--- config.mk ---
export PLATFORM = sky130hd
export DESIGN_NAME = pwm_multi
export DESIGN_NICKNAME = d
export VERILOG_FILES = /design/src/rtl/pwm_pkg.sv /design/src/rtl/pwm_channel.sv /design/src/rtl/pwm_multi.sv
export SDC_FILE = /design/constraint.sdc
export NUM_CORES = 1
export LEC_CHECK = 0
export BUFFER_PORTS_ARGS = -buffer_cell sky130_fd_sc_hd__buf_4
export CORE_ASPECT_RATIO = 0.6
export CORE_MARGIN = 2
export CORE_UTILIZATION = 35
export CTS_BUF_LIST = sky130_fd_sc_hd__clkbuf_4 sky130_fd_sc_hd__clkbuf_8
export DETAILED_ROUTE_END_ITERATION = 10
export PLACE_DENSITY = 0.52
export REMOVE_ABC_BUFFERS = 1
export SLEW_MARGIN = 20
export SYNTH_ARGS = -nofsm -noshare
export SYNTH_HDL_FRONTEND = slang
export SYNTH_SLANG_ARGS = --single-unit
--- constraint.sdc ---
create_clock -name clk -period 6.6 [get_ports clk]
set_input_delay 0.33 -clock clk [delete_from_list [all_inputs] [get_ports clk]]
set_output_delay 0.33 -clock clk [all_outputs]
set_load 0.1 [all_outputs]
--- src/rtl/pwm_pkg.sv ---
// Shared types and default sizing for the multi-channel PWM block.
package pwm_pkg;

  typedef enum logic {EDGE, CENTER} pwm_mode_e;
  typedef enum logic {UP, DOWN} pwm_dir_e;

  localparam int DEF_WIDTH  = 8;
  localparam int DEF_NUM_CH = 4;

endpackage

--- src/rtl/pwm_channel.sv ---
// One PWM channel: shadow and active duty registers plus the output compare flop.
module pwm_channel
  import pwm_pkg::*;
#(
  parameter int WIDTH = DEF_WIDTH
) (
  input  logic             clk,
  input  logic             rst_n,
  input  logic             en,
  input  logic             load,
  input  logic             wr,
  input  logic [WIDTH-1:0] din,
  input  logic [WIDTH-1:0] cnt,
  output logic             pwm
);

  logic [WIDTH-1:0] duty_sh;
  logic [WIDTH-1:0] duty_act;

  always_ff @(posedge clk) begin
    if (!rst_n) begin
      duty_sh  <= '0;
      duty_act <= '0;
      pwm      <= 1'b0;
    end else begin
      if (wr) duty_sh <= din;
      // A write landing on the load cycle goes straight into the active register.
      if (load) duty_act <= wr ? din : duty_sh;
      pwm <= en & (cnt < duty_act);
    end
  end

endmodule

--- src/rtl/pwm_multi.sv ---
// Multi-channel PWM generator: one shared period counter (edge or center
// aligned) with double-buffered period, mode and per-channel duty.
module pwm_multi
  import pwm_pkg::*;
#(
  parameter int WIDTH  = DEF_WIDTH,
  parameter int NUM_CH = DEF_NUM_CH
) (
  input  logic                         clk,
  input  logic                         rst_n,
  input  logic                         en,
  input  logic                         center_mode,
  input  logic [WIDTH-1:0]             period,
  input  logic [NUM_CH-1:0]            duty_wr,
  input  logic [NUM_CH-1:0][WIDTH-1:0] duty_in,
  output logic [NUM_CH-1:0]            PWM_sig,
  output logic                         period_start
);

  logic [WIDTH-1:0] cnt;
  logic [WIDTH-1:0] cnt_nxt;
  pwm_dir_e         dir;
  pwm_dir_e         dir_nxt;
  logic [WIDTH-1:0] per_act;
  pwm_mode_e        mode_act;
  logic             boundary;
  logic             load;

  always_comb begin
    cnt_nxt = cnt;
    dir_nxt = dir;
    if (per_act == '0) begin
      cnt_nxt = '0;
      dir_nxt = UP;
    end else if (mode_act == EDGE) begin
      cnt_nxt = (cnt >= per_act) ? '0 : cnt + 1'b1;
      dir_nxt = UP;
    end else if (dir == UP) begin
      if (cnt >= per_act) begin
        cnt_nxt = cnt - 1'b1;
        // With P==1 the turn-around lands on 0, so direction stays up.
        dir_nxt = (cnt_nxt == '0) ? UP : DOWN;
      end else begin
        cnt_nxt = cnt + 1'b1;
      end
    end else begin
      cnt_nxt = cnt - 1'b1;
      if (cnt_nxt == '0) dir_nxt = UP;
    end
  end

  assign boundary = (cnt_nxt == '0) && ((cnt != '0) || (per_act == '0));
  // While disabled the active registers track their sources every cycle.
  assign load     = ~en | boundary;

  always_ff @(posedge clk) begin
    if (!rst_n) begin
      cnt          <= '0;
      dir          <= UP;
      per_act      <= '0;
      mode_act     <= EDGE;
      period_start <= 1'b0;
    end else if (!en) begin
      cnt          <= '0;
      dir          <= UP;
      per_act      <= period;
      mode_act     <= pwm_mode_e'(center_mode);
      period_start <= 1'b0;
    end else begin
      cnt          <= cnt_nxt;
      dir          <= dir_nxt;
      period_start <= boundary;
      if (boundary) begin
        per_act  <= period;
        mode_act <= pwm_mode_e'(center_mode);
      end
    end
  end

  for (genvar i = 0; i < NUM_CH; i++) begin : gen_ch
    pwm_channel #(.WIDTH(WIDTH)) u_ch (
      .clk   (clk),
      .rst_n (rst_n),
      .en    (en),
      .load  (load),
      .wr    (duty_wr[i]),
      .din   (duty_in[i]),
      .cnt   (cnt),
      .pwm   (PWM_sig[i])
    );
  end

endmodule

==> impl_metrics.json <==
{
  "grt_use_total_pct": 14.36,
  "status": "finished, final reports clean",
  "ir_drop_uv": 101.2,
  "finalWorstSetupSlack_ns": 2.294,
  "initial_core_util_pct": 36.33,
  "rows": 31,
  "synthMuxAreaShare_pct": 7.240,
  "synth.avg_cell_area_um2": 8.607,
  "ys_types": 42,
  "finClkSkew_ns": 0.01132,
  "grt_max_degree": 85,
  "path_clk_slew_ns": 0.08,
  "ys_ff_latch": 87,
  "synth_most_common_cell": "dfxtp_1",
  "netlist.area_leader.share_pct": 39.37,
  "synth-async-reset-ratio_pct": 0,
  "seqCellArea_um2": 1742,
  "critPathRequiredTime_ns": 6.89,
  "cts_buffer_depth": 2,
  "yosys.area_share.simple_pct": 18.58,
  "totalWireLength_um": 9376,
  "die_height_um": 91.09,
  "ys_warn_count": 0,
  "post-route-util_pct": 42.23,
  "synthFlopType": "dfxtp_1",
  "min_path_type": "input pin to flop",
  "wl_per_cell_um": 13.09,
  "synthCells": 514,
  "drt_iter0_drc": 192,
  "syn_area_um2": 4424,
  "synth-seq-area-share_pct": 39.37,
  "cts_setup_buffers": 0,
  "crit_path_top_delay_cell": "a221oi_1",
  "p_per_area_nw_per_um2": 286.0,
  "die_w_um": 149.1,
  "synthXorXnorAreaFrac_pct": 1.386,
  "cts_tree": "done",
  "cts_hold_buf": 0,
  "portBuffers": 52,
  "worst_pin_slew_ns": 0.9200,
  "dr_total_vias": 3433,
  "maxCapViolCount": 0,
  "coreArea_um2": 12180,
  "hold_viol_final": 0,
  "clock-sinks": 87,
  "viasPerCell": 4.795,
  "multi_input_area_um2": 2406,
  "cp.arrival_ns": 4.60,
  "die_area_um2": 13590,
  "path_max_fanout": 50,
  "clk_latency_ns": 0.37,
  "grt_first_pass_wirelength_um": 15650,
  "route.detailed.drc": 0,
  "worstSetupPathType": "flop to flop",
  "place.gp.congestion": 0.9053,
  "start_kind": "flop",
  "place_area_um2": 4891,
  "gr-total-overflow": 0,
  "cts-buffers-inserted": 9,
  "synthAdderAreaFrac_pct": 11.31,
  "synth_compound_area_share_pct": 15.67,
  "fin_nets": 634,
  "synth_area_leaders": "dfxtp_1 39%, ha_1 11%, nand2_1 7.3%",
  "drtAntennaViolNets": 0,
  "antenna_found_initial": 0,
  "nFillCells": 1241,
  "cp_cell_sequence": "ha_1 -> a21o_1 -> a221o_1 -> a221oi_1 -> o211ai_1 -> o211ai_4 -> buf_4 -> nand2_1 -> o21ai_0",
  "rsz0062_at_grt": "no",
  "cts_resized": 0,
  "num_antenna_cells": 0,
  "slew_viol_final": 0,
  "yosysTopAreaCell": "dfxtp_1",
  "ctsHtreeMaxLevel": 3,
  "fmax_ghz": 0.2323,
  "final.setup.tns_ns": 0,
  "synth_edf_count": 0,
  "area_delta_synth_final_pct": 16.26,
  "ioPinCount": 53,
  "root_buffer": "clkbuf_8",
  "setup-violations-final": 0,
  "min_period_over_period_pct": 65.24,
  "dp_hpwl_um": 6408,
  "drive_gt1_share_pct": 13.07,
  "critPathMaxStageDelay_ns": 0.81,
  "dp_worst_setup_slack_ns": 2.334,
  "p_leak_uw": 0.002233,
  "relSlewSlack_pct": 38.67,
  "first_global_vias": 3232,
  "endpoint_kind": "flop",
  "final_area_um2": 5144,
  "min_period_ns": 4.306,
  "synth_top_family_by_area": "simple AND/OR/NAND/NOR gates",
  "yosys-top-cells-count": "87 x dfxtp_1, 86 x nand2_1, 46 x o21ai_0, 40 x ha_1, 37 x inv_1",
  "drtPass1Iterations": 4
}
[critical path: cells and delay by family, from the launching register on]
family	cells	cell delay, ns
compound gates	6	2.45
fa+ha+maj	1	0.37
flops	1	0.74
buf+inv	1	0.50
simple gates	1	0.13
[worst paths after layout]
check	from	endpoint	slack, ns	cells after the start
worst max register to register	cnt[4]	gen_ch[3].u_ch.duty_act[1]	2.29	9
worst max-delay path	cnt[4]	gen_ch[3].u_ch.duty_act[1]	2.29	9
worst min-delay path	period[4]	per_act[4]	0.18	3
worst min register to register	gen_ch[2].u_ch.duty_act[6]	gen_ch[2].u_ch.duty_act[6]	0.46	2
[per-layer routing]
layer  vias up  track usage (%)  share of wire (%)
met5         -                0                  0
met4         0            4.365                1.2
met3        11            4.925                6.1
met2        79            19.85                 39
met1      1539            20.76                 54
li1       1804                -                  -
[logic make-up after synthesis]
family | count (synthesis)
AND/OR/NAND/NOR | 173
adder cells (fa/ha/maj) | 40
AO/OA/AOI/OAI | 106
flip-flops | 87
buffers and inverters | 69
multiplexers | 32
XOR/XNOR | 7
[sequential cells by signal (all words and copies together), names as in the netlist]
| register | count |
|---|---|
| per_act | 8 |
| mode_act | 1 |
| gen_ch.u_ch.pwm | 4 |
| gen_ch.u_ch.duty_act | 32 |
| gen_ch.u_ch.duty_sh | 32 |
| cnt | 8 |
| dir | 1 |
| period_start | 1 |
[final cells by class]
cell class / instances / share of cell area (%)
Timing Repair Buffer: 53 / 7.735
Clock inverter: 6 / 2.238
Clock buffer: 10 / 2.676
Tap cell: 165 / 4.014
Multi-Input combinational cell: 358 / 46.78
Sequential cell: 87 / 33.86
Inverter: 37 / 2.700
[cells in the final DEF (no fill, tap or decap), types with 5 or more instances in the layout]
master / netlist / routed
a21o_1: 27 / 27
nor3_1: 6 / 6
clkbuf_8: 0 / 10
dfxtp_1: 87 / 87
nor2_1: 13 / 13
nor2b_1: 34 / 34
o21ai_0: 46 / 46
ha_1: 40 / 40
buf_4: 4 / 53
a211oi_1: 7 / 7
nand2_1: 86 / 86
mux2i_1: 32 / 32
a22oi_1: 5 / 5
nand3_1: 15 / 15
nand2b_1: 5 / 5
inv_1: 37 / 37
[power breakdown]
group / total, uW / internal, uW / leakage [uW] / switching (uW)
Sequential: 615 / 576 / 0.000716 / 38.7
Clock: 469 / 264 / 0.000124 / 204
Combinational: 388 / 164 / 0.00139 / 224
[metrics by stage]
step	cells	total power [uW]	hold slack, ns
4_1_cts	716	1489	0.1637
5_1_grt	716	1561	0.1693
3_3_place_gp	700	1010	0.4457
3_5_place_dp	700	1015	0.4507
2_1_floorplan	482	898.8	0.4360
6_report	716	1471	0.1759
Power figures use the tool's default switching activity.
